`src/rtl/mem_port_arbiter.sv`:
```
// Single-port memory arbiter between fetch (IF) and load/store (DM), one access in flight.
// Optional IF anti-starvation guard enabled by defining ARB_STARVE_GUARD_EN.
module mem_port_arbiter #(
    parameter int AW           = 32,
    parameter int DW           = 32,
    parameter int MEM_LATENCY  = 1,
    parameter int STARVE_LIMIT = 4
) (
    input  logic            clk,
    input  logic            rst_n,
    input  logic            if_req,
    input  logic [AW-1:0]   if_addr,
    output logic            if_gnt,
    output logic            if_rvalid,
    output logic [DW-1:0]   if_rdata,
    input  logic            if_flush,
    input  logic            dm_req,
    input  logic            dm_we,
    input  logic [DW/8-1:0] dm_be,
    input  logic [AW-1:0]   dm_addr,
    input  logic [DW-1:0]   dm_wdata,
    output logic            dm_gnt,
    output logic            dm_rvalid,
    output logic [DW-1:0]   dm_rdata,
    output logic            mem_en,
    output logic            mem_we,
    output logic [DW/8-1:0] mem_be,
    output logic [AW-1:0]   mem_addr,
    output logic [DW-1:0]   mem_wdata,
    input  logic [DW-1:0]   mem_rdata,
    output logic            if_stall,
    output logic            dm_stall
);

    localparam int CW = (MEM_LATENCY < 1) ? 1 : $clog2(MEM_LATENCY + 1);

    typedef enum logic [1:0] {
        IDLE,
        WAIT_IF,
        WAIT_DM
    } state_t;

    state_t          state;
    logic [CW-1:0]   cnt;
    logic            drop;
    logic            done;
    logic            can_issue;
    logic            force_if;
    logic            if_win;

    assign done      = (state != IDLE) && (cnt == CW'(MEM_LATENCY));
    assign can_issue = (state == IDLE) || done;

    assign if_win = if_req && (!dm_req || force_if);
    assign if_gnt = can_issue && if_win;
    assign dm_gnt = can_issue && dm_req && !if_win;

    // A flush in the completion cycle itself also kills the returning fetch.
    assign if_rvalid = done && (state == WAIT_IF) && !drop && !if_flush;
    assign dm_rvalid = done && (state == WAIT_DM);
    assign if_rdata  = if_rvalid ? mem_rdata : '0;
    assign dm_rdata  = dm_rvalid ? mem_rdata : '0;

    assign if_stall = if_req && !if_rvalid;
    assign dm_stall = dm_req && !dm_rvalid;

    always_comb begin
        mem_en    = 1'b0;
        mem_we    = 1'b0;
        mem_be    = '0;
        mem_addr  = '0;
        mem_wdata = '0;
        if (dm_gnt) begin
            mem_en    = 1'b1;
            mem_we    = dm_we;
            mem_be    = dm_be;
            mem_addr  = dm_addr;
            mem_wdata = dm_wdata;
        end else if (if_gnt) begin
            mem_en   = 1'b1;
            mem_be   = '1;
            mem_addr = if_addr;
        end
    end

    always_ff @(posedge clk or negedge rst_n) begin
        if (!rst_n) begin
            state <= IDLE;
            cnt   <= '0;
            drop  <= 1'b0;
        end else if (if_gnt) begin
            state <= WAIT_IF;
            cnt   <= CW'(1);
            drop  <= if_flush;
        end else if (dm_gnt) begin
            state <= WAIT_DM;
            cnt   <= CW'(1);
            drop  <= 1'b0;
        end else if (done) begin
            state <= IDLE;
            cnt   <= '0;
            drop  <= 1'b0;
        end else if (state != IDLE) begin
            cnt <= cnt + CW'(1);
            if (state == WAIT_IF && if_flush) begin
                drop <= 1'b1;
            end
        end
    end

`ifdef ARB_STARVE_GUARD_EN
    logic [2:0] starve_cnt;

    assign force_if = (starve_cnt >= 3'(STARVE_LIMIT));

    always_ff @(posedge clk or negedge rst_n) begin
        if (!rst_n) begin
            starve_cnt <= '0;
        end else if (if_gnt) begin
            starve_cnt <= '0;
        end else if (dm_gnt && if_req && starve_cnt != 3'd7) begin
            starve_cnt <= starve_cnt + 3'd1;
        end
    end
`else
    assign force_if = 1'b0 && (STARVE_LIMIT > 0);
`endif

endmodule
```
`config.mk`:
```
export PLATFORM = sky130hd
export DESIGN_NAME = mem_port_arbiter
export DESIGN_NICKNAME = d
export VERILOG_FILES = /design/src/rtl/mem_port_arbiter.sv
export SDC_FILE = /design/constraint.sdc
export NUM_CORES = 1
export LEC_CHECK = 0
export CAP_MARGIN = 30
export CELL_PAD_IN_SITES_DETAIL_PLACEMENT = 1
export CELL_PAD_IN_SITES_GLOBAL_PLACEMENT = 1
export CORE_MARGIN = 5
export CORE_UTILIZATION = 10
export DETAILED_ROUTE_END_ITERATION = 10
export PLACE_DENSITY_LB_ADDON = 0.2
export SYNTH_ARGS = -nofsm -noshare
export SYNTH_HDL_FRONTEND = slang
export SYNTH_SLANG_ARGS = --single-unit
```
`constraint.sdc`:
```
create_clock -name clk -period 4.45 [get_ports clk]
set_input_delay 0.445 -clock clk [delete_from_list [all_inputs] [get_ports clk]]
set_output_delay 0.445 -clock clk [all_outputs]
set_load 0.01 [all_outputs]
```
# After elaboration in Yosys (flattened, before gate mapping)
# Cells that the tools add are included.
[totals]
out_inout_bits = 140
register_bits = 4
wordCells = 53
[classes]
n_addsub = 1
reduce_logical = 25
n_eq_ne = 2
mux = 22
[ops]
columns = ["operator", "count"]
rows = [
  ["$mux W32", 5],
  ["$logic_and A1 B1 Y1", 12],
  ["$mux W1", 12],
  ["$mux W4", 2],
  ["$reduce_bool A4 Y1", 2],
  ["$logic_not A1 Y1", 6],
  ["$mux W2", 3],
  ["$reduce_bool A3 Y1", 1],
  ["$eq A2 B1 Y1 const B", 1],
  ["$eq A2 B2 Y1 const B", 1],
  ["$logic_not A2 Y1", 1],
  ["$reduce_and A2 Y1", 1],
  ["$reduce_bool A2 Y1", 1],
  ["$add A1 B1 Y1 const B", 1],
  ["$logic_or A1 B1 Y1", 1],
]

# Depth between registers and ports, before layout
# Gate-level depths: netlist of run 1.
[depth]
ltp_word = 7
depth_mapped = 5

# Least setup slack after synthesis of run 1
# Ideal clock, no wire load.
[synth_path]
path_type = "register to output"
from = "register state[0]"
to = "output port mem_addr[14]"
setup_slack_ns = 2.630
required_time_ns = 4.005
t_arrival_ns = 1.375
path_buffers = 2
stages_incl_launch_ff = 6
path_cell_list = "dfrtp_1 -> o21bai_2 -> and3b_1 -> clkbuf_1 -> buf_2 -> a22o_1"
[synth_via]
elab_chain_len = 6
word_cells_on_any_way = 9
classes_between = "mux (2); reduce/logical (7)"
[synth_lines]
columns = ["element", "line", "text"]
rows = [
  ["start: declaration", "43", "state_t state;"],
  ["start signal: assignment", "88", "state <= IDLE;"],
  ["start signal: assignment", "92", "state <= WAIT_IF;"],
  ["start signal: assignment", "96", "state <= WAIT_DM;"],
  ["$reduce_bool A2 Y1", "51", "assign done = (state != IDLE) && (cnt == CW'(MEM_LATENCY));"],
  ["$logic_and A1 B1 Y1", "51", ""],
  ["$logic_or A1 B1 Y1 (*)", "52", "assign can_issue = (state == IDLE) || done;"],
  ["$logic_and A1 B1 Y1 (*)", "55", "assign if_gnt = can_issue && if_win;"],
  ["via if_gnt", "13", "output logic if_gnt,"],
  ["$mux W32 (*)", "79", "end else if (if_gnt) begin"],
  ["$mux W32 (*)", "73", "if (dm_gnt) begin"],
  ["end: declaration", "28", "output logic [AW-1:0] mem_addr,"],
]
# The timed path passes the listed nets; every way through them passes the cells marked *.

# Final worst setup path of run 1
[layout_path]
from = "register state[0]"
to = "output port mem_addr[26]"
[layout_via]
elab_chain_len = 6
word_cells_on_any_way = 9
classes_between = "mux (2); reduce/logical (7)"
[layout_lines]
columns = ["element", "line"]
rows = [
  ["$reduce_bool A2 Y1", "51"],
  ["$logic_and A1 B1 Y1", "51"],
  ["$logic_or A1 B1 Y1 (*)", "52"],
  ["$logic_and A1 B1 Y1 (on tied branches)", "55, 56"],
  ["$mux W32 / $logic_and A1 B1 Y1 (equally long branches)", "79, 56"],
  ["$mux W32 (*)", "73"],
]
# Every way passes the cells marked *; elsewhere a longest branch is shown, timed or not.

==> run_results.csv, run 1 <==
group,metric,value,unit
power,p_leak,1.73,nW
timing,fin_crit,3.25,ns
cells_and_area,drive_gt1_share,2.71,%
synth,ys_seq_elements,4,
timing,slew-limit-headroom,62.5,%
synth,synth_top_area_share,32.5,%
worst_setup_path,critical_path_class,"flop to primary output",
synth,ys_seq_area_share,8.01,%
detailed_routing,via_per_inst,3.92,
floorplan,rows,40,
cells_and_area,instances_no_fill,610,
timing,fmax,0.307,GHz
cells_and_area,antenna_cells,0,
floorplan,initial_core_util,10.3,%
floorplan,die_height,122,um
synth,synth-async-reset-ratio,100,%
grt,grt_pass1_vias,2494,
grt,grt_first_pass_wirelength,14000,um
grt,gr-total-overflow,0,
cells_and_area,nets,582,
placement,dp_cells,607,
placement,pre_cts_ws,1.22,ns
clock_network,clk_latency,0.22,ns
placement,placed_area,4180,sq um
timing,rsz0062_at_grt,"no",
synth,syn-instance-count,178,
detailed_routing,drc,0,
placement,io_buffers,277,
floorplan,die-area,14800,sq um
clock_network,cts_resized,0,
grt,grt_max_degree,37,
worst_setup_path,worst-path-buf-inv,3,
flow_run,max-cap-violations,0,
placement,gp_congestion,0.735,
timing,worst_hold_slack,0.441,ns
power,p_per_area,151,nW/um^2
worst_setup_path,cp_data_required_time,4.01,ns
synth,syn_nets,316,
clock_network,cts_root_buf,"clkbuf_16",
floorplan,die_w,122,um
clock_network,post_cts_buffers,0,
worst_setup_path,cp.arrival,2.81,ns
clock_network,cts.hold.buffers_added,0,
detailed_routing,drtIter0Drc,36,
timing,final.period_utilization,73.1,%
cells_and_area,fillers,1463,
synth,synth_edf_count,0,
synth,yosysWarnings,0,
detailed_routing,ant_nets,0,
worst_hold_path,hold_class,"input port to async pin",
clock_network,cts_tree,"done",
clock_network,cts_buffers,3,
floorplan,coreArea,12100,sq um
synth,yosys.cell_count.top_type,"and2_1",
synth,yosys.area.top_type,"and2_1",
clock_network,clkSlewWorstSetupHoldPaths,0.03,ns
detailed_routing,finalWirelength,9880,um
power,p_total,0.644,mW
clock_network,clock-sinks,4,
worst_setup_path,slowest_delay,0.54,ns
cells_and_area,utilization,35.1,%
cells_and_area,syn2layout_area_growth,240,%
clock_network,clk_path_buf_depth,2,
status,outcome,"completed",
worst_setup_path,endpoint_kind,"primary output",
synth,avgSynthCellArea,7.02,sq um
detailed_routing,via_count,2389,
detailed_routing,dr.pass1.iters,4,
grt,grt_usage,11.9,%
synth,synth_area,1250,sq um
synth,synthTopCellsByArea,"and2_1 (33%), a22o_1 (23%), and3_1 (17%)",
worst_setup_path,cp_slowest_cell,"and2_1",
timing,slew_viol_final,0,
timing,fin_skew,0.00176,ns
worst_setup_path,crit_fanout,36,
timing,finalSetupViolCount,0,
clock_network,htreeDepth,1,
synth,yosys-top-cells-count,"and2_1 (65), a22o_1 (33), and3_1 (33)",
worst_setup_path,critPathTopFamily,"buffers and inverters",
power,ir_worst_vdd,0.118,mV
timing,worstMarginPinSlew,0.563,ns
synth,ys_types,20,
worst_setup_path,crit_top_cell,"buf_4",
floorplan,io_pins,278,
grt,antenna_found_initial,0,
synth,synthFlopType,"dfrtp_1",
placement,place_hpwl,8490,um
timing,setup_ws,1.20,ns
detailed_routing,wl_per_cell,16.2,um
timing,hold_viol_final,0,
cells_and_area,design_area,4260,sq um
timing,setup_tns,0,ns
worst_setup_path,critPathLaunchType,"flop",
worst_setup_path,path_cells,"o21bai_2, buf_4, and2_1, buf_4, a22o_1, clkdlybuf4s50_1",
-- placed cells by master, fill, tap and decap left out, types with 2 or more instances in the layout --
master / instances
clkdlybuf4s50_1: 277
and2_1: 65
a22o_1: 33
and3_1: 33
a21o_1: 6
buf_4: 6
dfrtp_1: 4
clkbuf_16: 3
inv_1: 2
nor2_1: 2
nor2b_1: 2
-- worst paths after layout --
kind / from / slack (ns) / cells after the start / to
setup / recovery: state[0] / 1.20 / 6 / mem_addr[26]
hold / removal: rst_n / 0.44 / 1 / drop
setup reg to reg: state[0] / 2.44 / 5 / state[1]
hold reg to reg: drop / 0.57 / 2 / drop
max in group asynchronous: rst_n / 3.82 / 1 / state[0]
min in group clk: drop / 0.57 / 2 / drop
-- routing by layer --
| metal | wire length (um) | global-route usage [%] | part of all wire, % |
|---|---|---|---|
| met3 | 947 | 3.85 | 9.6 |
| met2 | 5380 | 23.5 | 54 |
| met5 | 0 | 0 | 0 |
| met1 | 3480 | 12.3 | 35 |
| met4 | 73 | 2.31 | 0.74 |
-- worst register-to-register path: stages (launching register included) --
cell      delay [ns]
dfrtp_1         0.45
o21bai_2        0.16
buf_4           0.29
and2_1          0.54
buf_4           0.38
a21o_1          0.12
-- final cells by class --
type | count | area (sq um) | area share (%)
inverter | 2 | 7.51 | 0.176
tap | 168 | 210 | 4.94
timing repair buffer | 283 | 2820 | 66.2
multi-input combinational | 150 | 1040 | 24.6
sequential | 4 | 100 | 2.35
clock buffer | 3 | 75.1 | 1.76
-- where the power goes --
| part | total (mW) | switching [mW] | internal, mW | leakage (nW) |
|---|---|---|---|---|
| combinational | 0.460 | 0.162 | 0.298 | 1.65 |
| sequential | 0.0442 | 0.00442 | 0.0397 | 0.0476 |
| clock | 0.140 | 0.0250 | 0.115 | 0.0370 |
-- cell families after synthesis --
group,synth area share [%]
flops,8.01
xor+xnor,0.701
simple gates,53.9
buf+inv,8.41
compound gates,29.0
-- state kept, by name (all words and copies together) (netlist names) --
name   cells
state      2
cnt        1
drop       1
(Power assumes the default switching activity.)
==> run 2, diff against run 1 <==
Clock period 4.45 ns to 3 ns, I/O delays scaled along.
==> run_results.csv, run 2 (synthesis results as in run 1) <==
group,metric,value,unit
status,outcome,"completed",
worst_setup_path,critPathLaunchType,"flop",
worst_hold_path,hold_class,"input port to async pin",
clock_network,cts_tree,"done",
worst_setup_path,cp_slowest_cell,"clkdlybuf4s50_1",
grt,grt_max_degree,37,
floorplan,io_pins,278,
worst_setup_path,r2r-start,"state[0]",
timing,rsz0062_at_grt,"no",
placement,dp_cells,608,
worst_setup_path,ff2ff_setup_slack,1.56,ns
detailed_routing,dr.pass1.iters,4,
worst_setup_path,endpoint_kind,"primary output",
cells_and_area,top_register,"state",
detailed_routing,ant_nets,0,
grt,grt_first_pass_wirelength,14000,um
worst_setup_path,cp_data_required_time,2.70,ns
clock_network,clock-sinks,4,
cells_and_area,layout_commonest_cell,"clkdlybuf4s50_1",
cells_and_area,final_cell_mix,"clkdlybuf4s50_1 (277), and2_1 (65), a22o_1 (33), and3_1 (33)",
detailed_routing,drtIter0Drc,32,
floorplan,initial_core_util,10.3,%
grt,grt_pass1_vias,2546,
cells_and_area,instances_no_fill,611,
cells_and_area,antenna_cells,0,
cells_and_area,largest_registers,"state: 2 flops, cnt: 1 flops, drop: 1 flops",
detailed_routing,finalWirelength,9940,um
cells_and_area,drive_gt1_share,2.93,%
clock_network,clk_latency,0.22,ns
detailed_routing,drc,0,
worst_setup_path,cp.arrival,2.14,ns
placement,gp_congestion,0.728,
placement,place_hpwl,8510,um
cells_and_area,syn2layout_area_growth,242,%
clock_network,post_cts_buffers,0,
floorplan,die_w,122,um
floorplan,rows,40,
power,p_leak,1.74,nW
floorplan,die-area,14800,sq um
clock_network,cts_buffers,3,
floorplan,die_height,122,um
worst_setup_path,r2r_end,"drop",
worst_setup_path,reg2reg_depth,4,
floorplan,coreArea,12100,sq um
worst_setup_path,slowest_delay,0.55,ns
cells_and_area,nets,583,
grt,antenna_found_initial,0,
clock_network,cts_resized,0,
timing,worstMarginPinSlew,0.400,ns
detailed_routing,wl_per_cell,16.3,um
flow_run,max-cap-violations,0,
worst_setup_path,crit_fanout,29,
grt,grt_usage,12.0,%
placement,io_buffers,277,
timing,slew-limit-headroom,73.0,%
power,ir_worst_vdd,0.130,mV
clock_network,htreeDepth,1,
worst_setup_path,critical_path_class,"flop to primary output",
clock_network,cts_root_buf,"clkbuf_16",
detailed_routing,via_count,2369,
timing,final.period_utilization,81.3,%
clock_network,clkSlewWorstSetupHoldPaths,0.03,ns
timing,slew_viol_final,0,
clock_network,clk_path_buf_depth,2,
grt,gr-total-overflow,0,
clock_network,cts.hold.buffers_added,0,
detailed_routing,via_per_inst,3.88,
timing,setup_tns,0,ns
timing,fin_crit,2.44,ns
worst_setup_path,path_cells,"o21bai_2, and3b_1, buf_4, a22o_1, clkdlybuf4s50_1",
timing,finalSetupViolCount,0,
cells_and_area,largest_reg_flops,2,
power,p_per_area,225,nW/um^2
timing,hold_viol_final,0,
timing,fin_skew,0.000480,ns
timing,fmax,0.410,GHz
==> run 2: cell count changes in the layout (fill, tap and decap cells not counted), sizes merged <==
| cell | previous run | this run |
|---|---|---|
| buf | 6 | 7 |
==> run 2: per-layer routing <==
| layer | vias up | global-route usage, % | routed length [um] |
|---|---|---|---|
| met5 | - | 0 | 0 |
| met4 | 0 | 3.64 | 198 |
| met3 | 10 | 4.74 | 1030 |
| met2 | 133 | 23.8 | 5350 |
| met1 | 1066 | 11.1 | 3360 |
| li1 | 1160 | - | - |
==> run 2: worst max path at each step <==
| stage | start | slack (ns) | cells after the start | to |
|---|---|---|---|---|
| 3_5_place_dp | dm_req | 0.58 | 5 | mem_addr[5] |
| 3_3_place_gp | if_flush | 0.59 | 6 | if_rdata[22] |
| 4_1_cts | state[0] | 0.53 | 5 | mem_addr[5] |
| 2_1_floorplan | state[0] | 1.33 | 5 | mem_addr[14] |
| 5_1_grt | state[0] | 0.43 | 5 | mem_addr[7] |
| 6_report | state[0] | 0.56 | 5 | mem_addr[5] |
==> run 2: critical path, delay by kind of cell (launching register included) <==
kind	cells	cell delay, ns
AND/OR/NAND/NOR	1	0.20
AO/OA/AOI/OAI	2	0.39
flip-flops	1	0.46
buffers and inverters	2	0.85
==> run 2: per-stage QoR <==
stage               setup WS (ns)  instance area [sq um]  hold slack [ns]  utilization (%)  total power [mW]
floorplan                    1.33                   1250          0.00441                -             0.293
global placement            0.590                   4200            0.524             34.7             0.760
detailed placement          0.583                   4200            0.530             34.7             0.766
CTS                         0.533                   4280            0.295             35.3             0.982
global route                0.429                   4280            0.316             35.3              1.02
finish                      0.562                   4280            0.293             35.3             0.961
==> run 2: final cells by class <==
type,instances,area (sq um)
clock buffers,3,75.1
fillers,1466,7840
inverters,2,7.51
multi-input cells,150,1040
flip-flops and latches,4,100
well taps,168,210
repair buffers,284,2840
==> run 2: report_power, final <==
part           switching (mW)  internal, mW
combinational           0.242         0.447
clock                  0.0363         0.170
sequential            0.00689        0.0589
